--- src/rtl/uart_pkg.sv ---
// ------------------------------------------------------------------
// uart_pkg : shared FSM states and register bit positions for uart_buffered_if
// Rev 1.0
// ------------------------------------------------------------------
`default_nettype none

package uart_pkg;

  typedef enum logic [1:0] {
    T_IDLE = 2'd0,
    T_BUSY = 2'd1,
    T_DONE = 2'd2
  } tx_state_e;

  typedef enum logic {
    R_IDLE = 1'b0,
    R_CLR  = 1'b1
  } rx_state_e;

  localparam int c_ie_rx_avail = 0;
  localparam int c_ie_tx_empty = 1;
  localparam int c_ie_err      = 2;
  localparam logic [2:0] c_ie_reset = 3'b011;

  localparam int c_st_rx_not_empty = 0;
  localparam int c_st_tx_not_full  = 1;
  localparam int c_st_last_p       = 2;
  localparam int c_st_last_f       = 3;
  localparam int c_st_last_ovf     = 4;
  localparam int c_st_rx_overrun   = 5;
  localparam int c_st_tx_drop      = 6;
  localparam int c_st_rx_avail     = 7;

endpackage

`default_nettype wire

--- src/rtl/sync_fifo.sv ---
// ------------------------------------------------------------------
// sync_fifo : single-clock FIFO with level, full and empty; pop-when-full frees room for a same-cycle push
// Rev 1.0
// ------------------------------------------------------------------
`default_nettype none

module sync_fifo #(
  parameter int WIDTH = 8,
  parameter int DEPTH = 16
) (
  input  logic                   clk_i,
  input  logic                   rst_n_i,
  input  logic                   push_i,
  input  logic                   pop_i,
  input  logic [WIDTH-1:0]       din_i,
  output logic [WIDTH-1:0]       dout_o,
  output logic [$clog2(DEPTH):0] level_o,
  output logic                   full_o,
  output logic                   empty_o
);

  localparam int c_ptr_w = $clog2(DEPTH);
  localparam logic [c_ptr_w:0] c_full_lvl = (c_ptr_w + 1)'(DEPTH);

  logic [WIDTH-1:0]   mem_q [DEPTH];
  logic [c_ptr_w-1:0] wr_ptr_q, wr_ptr_d;
  logic [c_ptr_w-1:0] rd_ptr_q, rd_ptr_d;
  logic [c_ptr_w:0]   level_q, level_d;
  logic               do_push, do_pop;

  assign full_o  = (level_q == c_full_lvl);
  assign empty_o = (level_q == '0);
  assign level_o = level_q;
  assign dout_o  = mem_q[rd_ptr_q];
  assign do_pop  = pop_i & ~empty_o;
  assign do_push = push_i & (~full_o | do_pop);

  always_comb begin
    wr_ptr_d = do_push ? wr_ptr_q + 1'b1 : wr_ptr_q;
    rd_ptr_d = do_pop  ? rd_ptr_q + 1'b1 : rd_ptr_q;
    level_d  = level_q;
    case ({do_push, do_pop})
      2'b10:   level_d = level_q + 1'b1;
      2'b01:   level_d = level_q - 1'b1;
      default: level_d = level_q;
    endcase
  end

  always_ff @(posedge clk_i or negedge rst_n_i) begin
    if (!rst_n_i) begin
      wr_ptr_q <= '0;
      rd_ptr_q <= '0;
      level_q  <= '0;
    end else begin
      wr_ptr_q <= wr_ptr_d;
      rd_ptr_q <= rd_ptr_d;
      level_q  <= level_d;
    end
  end

  // Storage carries no reset; the level gates every read of stale entries.
  always_ff @(posedge clk_i) begin
    if (do_push) mem_q[wr_ptr_q] <= din_i;
  end

endmodule

`default_nettype wire

--- src/rtl/uart_buffered_if.sv ---
// ------------------------------------------------------------------
// uart_buffered_if : FIFO-buffered host front-end between the port bus and the UART TX/RX engines
// Rev 1.0
// ------------------------------------------------------------------
`default_nettype none

module uart_buffered_if
  import uart_pkg::*;
#(
  parameter int DATA_W    = 8,
  parameter int TX_DEPTH  = 16,
  parameter int RX_DEPTH  = 16,
  parameter int RX_THRESH = 1
) (
  input  logic              clock,
  input  logic              reset,
  input  logic              write_data,
  input  logic              write_ctrl,
  input  logic [DATA_W-1:0] write_data_in,
  input  logic              read_data,
  input  logic              read_status,
  output logic [DATA_W-1:0] uart_dout,
  output logic              uart_inter,
  input  logic              eng_tx_rdy,
  output logic              eng_tx_load,
  output logic [DATA_W-1:0] eng_tx_data,
  input  logic              eng_rx_rdy,
  input  logic [DATA_W-1:0] eng_rx_data,
  input  logic              eng_p_err,
  input  logic              eng_f_err,
  input  logic              eng_ovf,
  output logic              eng_rx_clear
);

  localparam int c_rx_w   = DATA_W + 3;
  localparam int c_txl_w  = $clog2(TX_DEPTH) + 1;
  localparam int c_rxl_w  = $clog2(RX_DEPTH) + 1;
  localparam logic [c_rxl_w-1:0] c_thresh = c_rxl_w'(RX_THRESH);

  logic [DATA_W-1:0]  tx_head;
  logic [c_txl_w-1:0] tx_lvl_unused;
  logic               tx_full, tx_empty, tx_pop;
  logic [c_rx_w-1:0]  rx_head;
  logic [c_rxl_w-1:0] rx_lvl;
  logic               rx_full, rx_empty, rx_push, rx_rise;
  logic               rd_data_sel, rd_stat_sel, host_pop, rx_avail;
  logic               tx_drop_set, rx_ovr_set;
  logic [7:0]         status;
  logic [2:0]         cond;

  tx_state_e          tx_state_q, tx_state_d;
  rx_state_e          rx_state_q, rx_state_d;
  logic               tx_load_q, tx_load_d;
  logic [DATA_W-1:0]  tx_data_q, tx_data_d;
  logic               rx_rdy_q;
  logic               tx_drop_q, tx_drop_d;
  logic               rx_overrun_q, rx_overrun_d;
  logic [2:0]         last_err_q, last_err_d;
  logic [2:0]         ie_q, ie_d;
  logic [2:0]         cond_q;
  logic               inter_q, inter_d;

  sync_fifo #(.WIDTH(DATA_W), .DEPTH(TX_DEPTH)) u_tx_fifo (
    .clk_i(clock), .rst_n_i(reset), .push_i(write_data), .pop_i(tx_pop),
    .din_i(write_data_in), .dout_o(tx_head), .level_o(tx_lvl_unused),
    .full_o(tx_full), .empty_o(tx_empty)
  );

  sync_fifo #(.WIDTH(c_rx_w), .DEPTH(RX_DEPTH)) u_rx_fifo (
    .clk_i(clock), .rst_n_i(reset), .push_i(rx_push), .pop_i(host_pop),
    .din_i({eng_ovf, eng_f_err, eng_p_err, eng_rx_data}), .dout_o(rx_head),
    .level_o(rx_lvl), .full_o(rx_full), .empty_o(rx_empty)
  );

  assign rd_data_sel = read_data & ~read_status;
  assign rd_stat_sel = read_status & ~read_data;
  assign host_pop    = rd_data_sel & ~rx_empty;
  assign rx_avail    = (rx_lvl >= c_thresh);
  assign rx_rise     = eng_rx_rdy & ~rx_rdy_q;
  assign tx_drop_set = write_data & tx_full & ~tx_pop;

  always_comb begin
    tx_state_d = tx_state_q;
    tx_load_d  = 1'b0;
    tx_data_d  = tx_data_q;
    tx_pop     = 1'b0;
    case (tx_state_q)
      T_IDLE: if (!tx_empty && eng_tx_rdy) begin
        tx_data_d  = tx_head;
        tx_load_d  = 1'b1;
        tx_pop     = 1'b1;
        tx_state_d = T_BUSY;
      end
      T_BUSY:  if (!eng_tx_rdy) tx_state_d = T_DONE;
      T_DONE:  if (eng_tx_rdy) tx_state_d = T_IDLE;
      default: tx_state_d = T_IDLE;
    endcase
  end

  always_comb begin
    rx_state_d = rx_state_q;
    rx_push    = 1'b0;
    rx_ovr_set = 1'b0;
    case (rx_state_q)
      R_IDLE: if (rx_rise) begin
        rx_state_d = R_CLR;
        if (!rx_full || host_pop) rx_push = 1'b1;
        else                      rx_ovr_set = 1'b1;
      end
      default: rx_state_d = R_IDLE;
    endcase
  end

  assign eng_rx_clear = (rx_state_q == R_CLR);
  assign eng_tx_load  = tx_load_q;
  assign eng_tx_data  = tx_data_q;
  assign uart_inter   = inter_q;

  // A sticky flag raised in the same cycle as a status read survives the clear.
  always_comb begin
    tx_drop_d    = (tx_drop_q & ~rd_stat_sel) | tx_drop_set;
    rx_overrun_d = (rx_overrun_q & ~rd_stat_sel) | rx_ovr_set;
    last_err_d   = host_pop ? rx_head[c_rx_w-1:DATA_W] : last_err_q;
    ie_d         = write_ctrl ? write_data_in[2:0] : ie_q;

    cond                = '0;
    cond[c_ie_rx_avail] = rx_avail;
    cond[c_ie_tx_empty] = tx_empty & (tx_state_q == T_IDLE);
    cond[c_ie_err]      = tx_drop_q | rx_overrun_q | (|last_err_q);
    inter_d             = |(ie_q & cond & ~cond_q);

    status                    = '0;
    status[c_st_rx_not_empty] = ~rx_empty;
    status[c_st_tx_not_full]  = ~tx_full;
    status[c_st_last_p]       = last_err_q[0];
    status[c_st_last_f]       = last_err_q[1];
    status[c_st_last_ovf]     = last_err_q[2];
    status[c_st_rx_overrun]   = rx_overrun_q;
    status[c_st_tx_drop]      = tx_drop_q;
    status[c_st_rx_avail]     = rx_avail;

    uart_dout = '0;
    if (host_pop)         uart_dout = rx_head[DATA_W-1:0];
    else if (rd_stat_sel) uart_dout = DATA_W'(status);
  end

  always_ff @(posedge clock or negedge reset) begin
    if (!reset) begin
      tx_state_q   <= T_IDLE;
      rx_state_q   <= R_IDLE;
      tx_load_q    <= 1'b0;
      tx_data_q    <= '0;
      rx_rdy_q     <= 1'b0;
      tx_drop_q    <= 1'b0;
      rx_overrun_q <= 1'b0;
      last_err_q   <= '0;
      ie_q         <= c_ie_reset;
      cond_q       <= '0;
      inter_q      <= 1'b0;
    end else begin
      tx_state_q   <= tx_state_d;
      rx_state_q   <= rx_state_d;
      tx_load_q    <= tx_load_d;
      tx_data_q    <= tx_data_d;
      rx_rdy_q     <= eng_rx_rdy;
      tx_drop_q    <= tx_drop_d;
      rx_overrun_q <= rx_overrun_d;
      last_err_q   <= last_err_d;
      ie_q         <= ie_d;
      cond_q       <= cond;
      inter_q      <= inter_d;
    end
  end

endmodule

`default_nettype wire
--- config.mk ---
export PLATFORM = sky130hd
export DESIGN_NAME = uart_buffered_if
export DESIGN_NICKNAME = d
export VERILOG_FILES = /design/src/rtl/uart_pkg.sv /design/src/rtl/sync_fifo.sv /design/src/rtl/uart_buffered_if.sv
export SDC_FILE = /design/constraint.sdc
export NUM_CORES = 1
export LEC_CHECK = 0
export BUFFER_PORTS_ARGS = -buffer_cell sky130_fd_sc_hd__buf_2
export CORE_ASPECT_RATIO = 0.6
export CORE_MARGIN = 10
export CORE_UTILIZATION = 62
export DETAILED_ROUTE_END_ITERATION = 10
export PLACE_DENSITY = 0.8
export SLEW_MARGIN = 0
export SYNTH_ARGS = -nofsm -noshare
export SYNTH_HDL_FRONTEND = slang
export SYNTH_SLANG_ARGS = --single-unit
--- constraint.sdc ---
create_clock -name clock -period 3.55 [get_ports clock]
set_input_delay 0 -clock clock [delete_from_list [all_inputs] [get_ports clock]]
set_output_delay 0 -clock clock [all_outputs]
set_load 0.02 [all_outputs]
# Yosys cells after proc, flatten, opt, wreduce, memory -nomap -nowiden
# Memories as Yosys holds them, arrays and structs flattened. A register that Yosys moved wholly into a read port is not among the register bits.
# Cells that the tools add are included.
# Widths: inputs -> output; s select.
# word_totals
ff_bits	43
mem_bits_rw	304
in_bits	27
out_inout_bits	19
wordCells	105
n_memories	2
# op_classes
addsub	8
n_lt_le_gt_ge	1
n_eq_ne	11
muxes	22
n_bitwise	31
reduce_logical	14
# mem_list
memory	words	word_bits	read_ports	rd_ports_with_merged_regs	write_ports	line	source
u_rx_fifo.mem_q	16	11	1	0	1	sync_fifo.sv:25	logic [WIDTH-1:0] mem_q [DEPTH];
u_tx_fifo.mem_q	16	8	1	1	1	sync_fifo.sv:25	
# ops
op	n
$pmux 5 s2	2
$add 4x1->4 const B	4
$mux 8	2
$mux 1	14
$and 1x1->1	13
$add 5x1->5 const B	2
$eq 5x5->1 const B	2
$logic_not 5->1	2
$sub 5x1->5 const B	2
$not 1->1	9
$and 3x3->3	2
$eq 2x1->1 const B	3
$eq 2x2->1 const B	3
$mux 2	3
$ne 2x2->1 const B	3
$or 1x1->1	6
$pmux 2 s3	1
$reduce_or 3->1	2
$ge 5x1->1 const B	1
$reduce_bool 2->1	2
$logic_not 1->1	3
$not 3->3	1
$reduce_and 3->1	1
$logic_not 2->1	1
3 further kinds	3

# Longest topological paths before layout
# Gate-level depths: netlist (run 1).
# logic_depth
word_depth	10
mapped_depth	11
depth_no_buf	9

# By module
# A second synthesis (run 1) with hierarchy kept.
# hier_totals
cells_unflattened	831
area_unflattened_um2	14535.2
# modules_own_cells
mod	n_inst	cells_each	area_per_inst_um2	seq_area_each_um2
sync_fifo at u_rx_fifo	1	416	7692.4	5610.4
sync_fifo at u_tx_fifo	1	332	5780.5	4169.0
uart_buffered_if	1	83	1062.3	628.1

# Least setup slack after synthesis (run 1)
# Ideal clock, no wire load.
# synth_timing
path_type	reg-to-reg
start	register rx_state_q (netlist: eng_rx_clear)
end	memory u_rx_fifo.mem_q[1][0] (netlist bit), enable pin
setup_ns	0.408
arrival_time_ns	2.235
t_required_ns	3.142
path_slack_ns	0.907
stages_incl_launch_ff	6
path_buffers	1
period_less_slack_ns	2.643
path_cell_list	dfrtp_1 nor3b_1 and2_1 buf_2 inv_1 nor4_1
# synth_between
elab_chain_len	4
# synth_lines
item	line	source
start, declared	uart_buffered_if.sv:52	rx_state_e rx_state_q, rx_state_d;
start signal, assigned	uart_buffered_if.sv:162	rx_state_q <= rx_state_d;
$mux 1	uart_buffered_if.sv:104	case (rx_state_q)
$and 1x1->1	sync_fifo.sv:36	assign do_push = push_i & (~full_o | do_pop);
$mux 1	sync_fifo.sv:63	if (do_push) mem_q[wr_ptr_q] <= din_i;
$mux 1 (not written as such)	sync_fifo.sv:63	
end, declared	sync_fifo.sv:25	
# No other way between the ends.

# Worst setup path in the final report (run 1)
# layout_timing
start	register tx_state_q[1]
end	memory u_tx_fifo.mem_q[6][3] (netlist: u_tx_fifo.mem_q[3][3]), enable pin
# layout_between
elab_chain_len	7
# layout_lines
item	line	source
start, declared	uart_buffered_if.sv:51	tx_state_e tx_state_q, tx_state_d;
start signal, assigned	uart_buffered_if.sv:161	tx_state_q <= tx_state_d;
$logic_not 2->1	uart_buffered_if.sv:87	case (tx_state_q)
$mux 1	uart_buffered_if.sv:87	
$and 1x1->1	sync_fifo.sv:35	assign do_pop = pop_i & ~empty_o;
$or 1x1->1	sync_fifo.sv:36	
$and 1x1->1	sync_fifo.sv:36	
$mux 1	sync_fifo.sv:63	
$mux 1 (not written as such)	sync_fifo.sv:63	
end, declared	sync_fifo.sv:25	
# No other way between the ends.

==> impl.org, run 1 <==
** Logic synthesis
- Synth Cell Area :: 14,300 µm²
- Mux contribution to synthesized area :: 16.1%
- Simple-gate portion of the synthesized area :: 4.77%
- Counting every instance in the synthesized netlist gives around 720.
- Counting distinct cell types in the post-synthesis netlist gives 48.
- Main flop type after synthesis :: sky130_fd_sc_hd__edfxtp_1
- The synthesized netlist devotes about 1.3% of its cell area to XOR and XNOR gates.
- Combinational family with the most area after synthesis :: multiplexers
- Async S/R FF share, synth :: 14.4%
- Avg Synthesized Cell Area :: about 20 µm²
- Number of flops mapped to enable cells by yosys :: ~300
- When the netlist entered floorplanning its net count stood at 763.
- Summing the areas of all fa, ha and maj instances in the mapped netlist gives approximately 1.5% of the synthesized area.
- Summing the sequential cell areas from Yosys gives 72.7% of the chip area.
- Synth Warn # :: 0
- Synthesis-stage register bit count :: around 360
- Summing the areas of all compound-gate instances in the mapped netlist gives 1.58% of the synthesized area.

** Global route
- Vias in the first global route :: between 7,000 and 8,000
- After global routing the overflow that remains totals 0.
- First-pass GRT wire length :: between 40,000 and 50,000 µm
- Global routing consumed, over all layers together, 20.8% of the routing resources.
- The number of antenna violations at the first check in global routing was 1.
- Pin count of the biggest net entering global routing :: 52

** Setup path
- Worst Reg2Reg Path Length in Cells :: 4
- Data arrives at the worst endpoint at approximately 3.2 ns.
- CP Cell Sequence :: or3b_2 > a31oi_2 > nor3b_1 > and2_1
- Data on the critical path is required at its endpoint by between 3 and 4 ns.
- The worst setup path is captured at a flip-flop.
- Counting both buffers and inverters, the worst setup path holds a total of 0.
- Among all stages on the critical path, the largest delay is contributed by sky130_fd_sc_hd__nor3b_1.
- CP startpoint :: tx_state_q[1]$_DFFE_PN0P_
- Kind of critical path :: reg2reg
- WP depth :: 4
- Delay of the slowest cell on the worst path :: 0.59 ns
- In this run the register-to-register setup slack is ~0.56 ns.
- Worst setup path end :: u_tx_fifo.mem_q[3][3]$_DFFE_PP_
- The worst register-to-register path ends at u_tx_fifo.mem_q[3][3]$_DFFE_PP_.
- Crit-path max FO :: 9
- STA classifies the critical path startpoint as a flip-flop.
- Largest delay share family, worst path :: simple AND/OR/NAND/NOR gates
- In this run the critical register-to-register path is launched from tx_state_q[1]$_DFFE_PN0P_.

** Clock network
- CTS placed an instance of sky130_fd_sc_hd__clkbuf_16 at the clock tree root.
- Clock tree from TritonCTS :: yes
- Clock-pin slew reported for the worst setup and hold paths after clock tree synthesis :: ~0.060 ns
- # H-tree levels :: 1
- Clock sink count :: approximately 360
- After clock tree synthesis, the setup repair step added 0 buffers.
- After clock tree synthesis, the flow added hold-fix buffers numbering 30.
- Skew-Pair Late Insertion Delay :: 0.56 ns
- Post-CTS repair changed the size of 0 cells.
- Clock buffers created by TritonCTS :: 31
- Counting along the longest clock path gives a buffer depth of 3.

** Route
- Wires add up to just over 30,000 µm.
- DR WL/cell :: 26.4 µm
- Via/cell ratio :: between 6 and 7
- The first routing iteration left 911 violations.
- The routed layout has between 7,000 and 8,000 vias.
- First-pass detailed-route iteration total :: 5
- Once detail routing completed, the nets flagged for antenna violations numbered 0.
- DRC errors left :: 0

** STA
- Max Slew Vio Count :: 0
- Hold timing on the final database bottoms out at a slack of 0.0963 ns.
- Final period utilization :: roughly 84%
- Setup violations remaining at the end of the flow were counted as 0.
- Final min period :: ~3 ns
- After routing, the total negative slack on setup checks comes to 0 ns.
- Slew margin rel. :: between 20% and 30%
- Setup repair after global routing missed its margin :: false
- Hold Fails Final Rpt :: 0
- At the pin with the least slew margin, the transition time is 1.15 ns.
- Timing would allow up to around 330 MHz.
- Worst-case clock skew :: roughly 0.011 ns

** Place
- Buffers placed on the I/O ports in this run total 45.
- The congestion estimate from routability-driven global placement came to roughly 0.9.
- The wire-length estimate of the detail-placed layout is ~20,000 µm.
- Number of instances in the placed design :: 1,059

** Power and ir drop
- The worst-case IR drop observed on VDD is 0.000414 V.
- Power density over the cells :: ~760 nW/µm²
- The analysis attributes to cell leakage a power of 5.62 nW.

** Die
- The die is 216 µm wide.
- Vertical die dimension :: around 140 µm
- Top-level port count :: 46
- Area of the placeable core :: around 22,000 µm²
- Die Area :: 29,800 µm²
- Standard-cell rows :: between 40 and 50
- Effective utilization at floorplan :: 63.9%

** Flow run
- Number of max-cap violations :: 0

** Finish
- Net count of the finished layout :: 858
- Commonest cells after routing, fill and taps aside :: 304 x sky130_fd_sc_hd__edfxtp_1, 70 x sky130_fd_sc_hd__mux4_2, 50 x sky130_fd_sc_hd__nand2_1
- Final Instance Count excl. Fillers :: between 1,000 and 1,500
- Most common library cell in the layout ignoring fill and taps :: sky130_fd_sc_hd__edfxtp_1
- Compared with the post-synthesis result, the final layout area differs by 13.5%.
- Proportion of layout cells with a drive suffix above 1 :: a little under a quarter

** Min path
- Type of the most critical hold path :: in2reg

** Outcome
- Run status :: completed
registers in the layout (all words and copies together) (netlist names), 2 cells and up:
name	count
u_rx_fifo.rd_ptr_q	4
u_tx_fifo.rd_ptr_q	4
u_tx_fifo.level_o	5
u_rx_fifo.level_o	5
u_rx_fifo.mem_q	176
u_tx_fifo.wr_ptr_q	4
eng_tx_data	8
ie_q	3
u_rx_fifo.wr_ptr_q	4
u_tx_fifo.mem_q	128
last_err_q	3
cond_q	3
tx_state_q	2
how the worst min path moves through the flow:
stage	start	end	slack, ns	cells after the start
2_1_floorplan	reset	cond_q[0]$_DFF_PN0_	-0.30	0
6_report	eng_rx_rdy	rx_rdy_q$_DFF_PN0_	0.1	2
3_3_place_gp	eng_rx_rdy	rx_rdy_q$_DFF_PN0_	0.12	1
5_1_grt	eng_rx_rdy	rx_rdy_q$_DFF_PN0_	0.1	2
4_1_cts	eng_rx_rdy	rx_rdy_q$_DFF_PN0_	0.07	2
3_5_place_dp	eng_rx_rdy	rx_rdy_q$_DFF_PN0_	0.12	1
logic make-up (layout without fill, tap and decap cells):
family | after synthesis | after routing
flops | 355 | 355
simple gates | 134 | 134
other cells | 0 | 1
fa+ha+maj | 17 | 17
compound gates | 30 | 30
mux | 106 | 106
xor+xnor | 22 | 22
buf+inv | 55 | 173
metal layers:
metal	share of wire [%]	vias to the layer above	GRT usage, %
li1	-	3070	-
met1	43	3760	30.0
met2	44	396	29.8
met3	12	58	7.51
met4	1.9	2	4.64
met5	0.34	-	2.66
cells in the mapped netlist (5+ instances only):
cell	number	share of area [%]
sky130_fd_sc_hd__edfxtp_1	304	64
sky130_fd_sc_hd__mux4_2	70	11
sky130_fd_sc_hd__nand2_1	50	1.3
sky130_fd_sc_hd__dfrtp_1	49	8.6
sky130_fd_sc_hd__inv_1	24	0.63
sky130_fd_sc_hd__mux4_1	22	4.0
sky130_fd_sc_hd__nor2_1	22	0.58
sky130_fd_sc_hd__and2_1	17	0.74
sky130_fd_sc_hd__ha_1	17	1.5
sky130_fd_sc_hd__xnor2_1	17	1.0
sky130_fd_sc_hd__o21ai_0	11	0.38
sky130_fd_sc_hd__mux2i_1	9	0.63
sky130_fd_sc_hd__nor3_1	9	0.31
sky130_fd_sc_hd__buf_2	7	0.24
sky130_fd_sc_hd__a22o_1	6	0.37
sky130_fd_sc_hd__buf_1	6	0.16
sky130_fd_sc_hd__buf_4	6	0.31
sky130_fd_sc_hd__clkbuf_1	6	0.16
sky130_fd_sc_hd__mux2_2	5	0.39
sky130_fd_sc_hd__nand4_1	5	0.22
sky130_fd_sc_hd__nor3b_1	5	0.26
sky130_fd_sc_hd__nor4_1	5	0.22
sky130_fd_sc_hd__xor2_1	5	0.31
power breakdown:
| group | leakage, nW | total (W) | switching [W] | internal (W) |
|---|---|---|---|---|
| registers | 3.36 | 0.00548 | 0.000467 | 0.00501 |
| clock network | 0.495 | 0.00342 | 0.00144 | 0.00198 |
| logic | 1.77 | 0.00337 | 0.00177 | 0.00160 |
area by class of cell:
cell class	instances	area, µm²
diodes	1	2.50
clock buffers	43	861
clock inverters	13	173
fillers	1300	6150
inverters	24	90.1
multi-input cells	309	3640
flip-flops and latches	355	10400
well taps	308	385
repair buffers	93	673
worst reg2reg max path, delay by kind of cell (launching register included):
kind               cells  cell delay [ns]
AOI/OAI and AO/OA      1             0.55
DFF                    1             0.45
and+or+nand+nor        3             1.63
stage by stage:
step	power [W]	utilization, %	area (µm²)	setup slack [ns]
after floorplan	0.00784	-	14300	0.907
after global placement	0.00870	66.5	14900	0.943
after detailed placement	0.00885	66.5	14900	0.737
after CTS	0.0123	72.5	16200	0.603
after global routing	0.0128	72.5	16200	0.508
final	0.0123	72.5	16200	0.558
(Power assumes the default switching activity.)
==> run 2, diff against run 1 <==
Settings changed: ABC_AREA set to 1, CORE_UTILIZATION 62 to 56, PLACE_DENSITY 0.8 to 0.76.
Clock period 3.55 ns to 2.69 ns, I/O delays scaled along.
==> impl.org, run 2 <==
** Outcome
- Run status :: completed

** Global route
- The number of antenna violations at the first check in global routing is 1.
- First-pass GRT wire length :: around 56,000 µm
- Vias in the first global route :: approximately 9,200
- The total overflow left after global routing is 0.
- Pin count of the biggest net entering global routing :: a little over 90
- Total routing resource utilization after global routing :: about a fifth

** STA
- Of the available clock period, the critical path in the final layout requires between 90% and 100%.
- Highest Clock Rate :: a little under 400 MHz
- After routing, the total negative slack on setup checks comes to 0 ns.
- Setup repair after global routing left no endpoint under its margin.
- Final min period :: 2.58 ns
- The count of final hold-check violations came to 0.
- At the pin with the least slew margin, the transition time is 0.751 ns.
- Final setup violation count :: 0
- Max Slew Vio Count :: 0
- The clock arrives with between 0.015 and 0.02 ns of skew.
- Measured against its own limit, the worst slew margin works out to 49.9%.

** Finish
- Proportion of layout cells with a drive suffix above 1 :: between 10% and 20%
- Commonest cells after routing, fill and taps aside :: 304 x sky130_fd_sc_hd__edfxtp_1, 249 x sky130_fd_sc_hd__nor2_1, 181 x sky130_fd_sc_hd__o21ai_0
- Most common library cell in the layout ignoring fill and taps :: sky130_fd_sc_hd__edfxtp_1
- The register with the most flip-flops in the layout has ~180 of them.
- Ranked by flip-flop count, first place goes to u_rx_fifo.mem_q.
- Relative to the synthesized area, the layout overhead comes to 15.3%.
- Final Util :: between 60% and 70%
- Net count of the finished layout :: roughly 1,300

** Logic synthesis
- After synthesis, the share of flip-flops with an asynchronous set or reset is between 10% and 20%.
- Cells taking the most area after synthesis :: sky130_fd_sc_hd__edfxtp_1 63%, sky130_fd_sc_hd__dfrtp_1 8.4%, sky130_fd_sc_hd__nor2_1 6.4%, sky130_fd_sc_hd__o21ai_0 6.2%, sky130_fd_sc_hd__o211ai_1 2.3%
- The synthesized design devotes to its leading area cell type 62.6% of total area.
- Synth Cell Area :: 14,600 µm²
- Proportion of synthesized chip area in sequential cells :: between 70% and 80%
- Yosys printed 0 warnings.
- Leading area contributor after synthesis :: sky130_fd_sc_hd__edfxtp_1
- Synthesis-stage register bit count :: approximately 360
- Counting flops with a built-in enable in the synthesized netlist gives 304.
- Main flop type after synthesis :: sky130_fd_sc_hd__edfxtp_1
- The number of different library cells used by synthesis comes to 39.
- Top cells by instance count after synthesis :: 304 x sky130_fd_sc_hd__edfxtp_1, 249 x sky130_fd_sc_hd__nor2_1, 181 x sky130_fd_sc_hd__o21ai_0
- Net Count, Synth :: approximately 1,200
- Avg Synthesized Cell Area :: between 10 and 15 µm²
- Counting every instance in the synthesized netlist gives between 1,000 and 1,500.
- Count leader, synth :: sky130_fd_sc_hd__edfxtp_1

** Power and ir drop
- For this design the static power due to leakage is 5.94 nW.
- Internal power consumption :: 0.0112 W
- For this design the total switching power over the nets is ~0.0064 W.
- Clock network power share :: between 20% and 30%
- Combinational Power Share :: 31.7%
- Power density over the cells :: 1050 nW/µm²
- IR analysis of the VDD net gives a maximum drop of 0.000638 V.
- Net switching is about 36% of the power.
- Pwr Total :: 0.0177 W
- Per report_power, the sequential group accounts for 40.3% of the total.

** Setup path
- Worst setup path end :: uart_dout[3]
- The critical path in this run is classified as reg2out.
- The setup check on the worst reg-to-reg path leaves a slack of about 0.3 ns.
- Data on the critical path arrives at its endpoint at 2.58 ns.
- Required time of the worst setup path :: between 2 and 3 ns
- Of all nets on the critical path, the largest fanout is 90.
- The startpoint identified for the worst register-to-register timing path is u_rx_fifo.level_o[0]$_DFFE_PN0P_.
- Worst Reg2Reg Path Length in Cells :: 14
- Critical Path Sink Type :: primary output
- CP startpoint :: u_rx_fifo.rd_ptr_q[0]$_DFFE_PN0P_
- Reg2reg end :: u_rx_fifo.level_o[4]$_DFFE_PN0P_
- Critical path startpoint category :: flip-flop

** Place
- Final weighted congestion in routability-driven placement :: approximately 0.89
- Input and output buffers added on the ports amount to between 40 and 50.
- Sum of net half-perimeters after detailed placement :: 22,800 µm

** Clock network
- After clock tree synthesis, the clock-pin slew on the worst setup and hold paths is roughly 0.070 ns.
- The number of clock buffers added by TritonCTS is 35.
- The longest clock path from root to sink contains 3 buffers.
- The tree is rooted in a sky130_fd_sc_hd__clkbuf_16.
- Clock sink count :: around 360
- TritonCTS built the clock tree.
- The H-tree was split into 2 levels.
- For the worst-skew pair, the clock arrives at the later sink with an insertion delay of approximately 0.52 ns.

** Route
- DRC errors left :: 0
- The count of nets left with antenna violations once routing finished came out at 0.
- After detailed routing, the number of vias per cell comes to approximately 6.
- First-pass detailed-route iteration total :: 5
- Total routed wirelength :: 36,000 µm
- Starting DRC count in detailed routing :: approximately 1,400
- For this block, the via count after detailed routing is 9,835.
- In the final routed layout, each cell accounts on average for between 20 and 25 µm.

** Die
- Die Area :: 33,100 µm²
- Standard-cell rows :: 45
- Area of the placeable core :: 25,400 µm²
- Vertical die dimension :: between 100 and 150 µm
- Once the floorplan was initialized, standard cells occupied 57.3% of the core.
- Top-level port count :: 46
- The die is 228 µm wide.

** Min path
- Type of the most critical hold path :: in2async

** Flow run
- Number of max-cap violations :: 0
-- run 2: changes by cell type in the layout (fill, tap and decap cells not counted), sizes merged, moves of 17 or more --
| cell | before | now |
|---|---|---|
| and2 | 17 | 0 |
| buf | 63 | 96 |
| inv | 24 | 48 |
| mux4 | 92 | 0 |
| nand2 | 50 | 76 |
| nand3 | 2 | 29 |
| nor2 | 22 | 256 |
| o211ai | 1 | 45 |
| o21ai | 11 | 193 |
| o22ai | 0 | 21 |
-- run 2: how the worst min path moves through the flow --
stage / slack [ns] / cells past startpoint / endpoint
2_1_floorplan: -0.30 / 0 / cond_q[0]$_DFF_PN0_
3_3_place_gp: 0.1 / 1 / eng_tx_data[0]$_DFFE_PN0N_
3_5_place_dp: 0.09 / 1 / eng_tx_data[0]$_DFFE_PN0N_
4_1_cts: 0.08 / 5 / rx_overrun_q$_DFF_PN0_
5_1_grt: 0.14 / 4 / rx_overrun_q$_DFF_PN0_
6_report: 0.1 / 2 / eng_tx_data[0]$_DFFE_PN0N_
-- run 2: layout make-up --
type | instances | area, µm²
diodes | 1 | 2.50
clock buffers | 45 | 976
clock inverters | 18 | 189
fillers | 1834 | 8650
inverters | 49 | 194
multi-input cells | 705 | 3670
flip-flops and latches | 355 | 10400
well taps | 352 | 440
repair buffers | 123 | 920
-- run 2: power groups by stage --
stage | combinational [W] | sequential, W | clock (W)
after floorplan | 0.00380 | 0.00705 | 0
after global routing | 0.00620 | 0.00718 | 0.00524
final | 0.00560 | 0.00712 | 0.00496
after CTS | 0.00554 | 0.00709 | 0.00500
after global placement | 0.00533 | 0.00718 | 0
after detailed placement | 0.00546 | 0.00720 | 0
-- run 2: critical path, cell delays in order, from the launching register on --
cell,delay [ns]
sky130_fd_sc_hd__dfrtp_2,0.44
sky130_fd_sc_hd__buf_12,0.34
sky130_fd_sc_hd__o21ai_0,0.16
sky130_fd_sc_hd__o22ai_1,0.22
sky130_fd_sc_hd__o21ai_0,0.16
sky130_fd_sc_hd__a21oi_1,0.33
sky130_fd_sc_hd__nand2_1,0.11
sky130_fd_sc_hd__nand2_1,0.10
sky130_fd_sc_hd__buf_2,0.17
-- run 2: kinds of logic (layout without fill, tap and decap cells) --
kind of cell / count (synthesis) / count (layout) / share of synthesized area (%)
other cells: 0 / 1 / 0
buf+inv: 112 / 235 / 3.43
mux: 2 / 2 / 0.155
xor+xnor: 18 / 18 / 1.08
compound gates: 298 / 298 / 11.8
flops: 355 / 355 / 71.4
simple gates: 370 / 370 / 10.7
fa+ha+maj: 17 / 17 / 1.46
-- run 2: per-stage QoR --
step	instance area, µm²	hold slack (ns)	std cells	worst slack, ns
finish	16800	0.0967	1648	0.112
global route	16800	0.142	1648	0.00322
CTS	16800	0.0847	1647	0.106
detailed placement	15400	0.0927	1557	0.313
global placement	15400	0.0996	1557	0.386
floorplan	14600	-0.296	1172	0.505
-- run 2: what timing repair did --
| action | 4_1_cts | 5_1_grt |
|---|---|---|
| endpoints found under the hold margin | 345 | 0 |
| setup endpoints to repair | 1 | 2 |
| hold buffers | 27 | 0 |
| buffers inserted | 0 | 0 |
| gates resized for setup | 1 | 2 |
-- run 2: routing by layer --
layer	up-vias	track usage (%)	routed length [µm]
li1	4419	-	-
met1	4831	31.9	15500
met2	541	30.6	15800
met3	44	5.46	4210
met4	0	4.61	548
met5	-	0	0
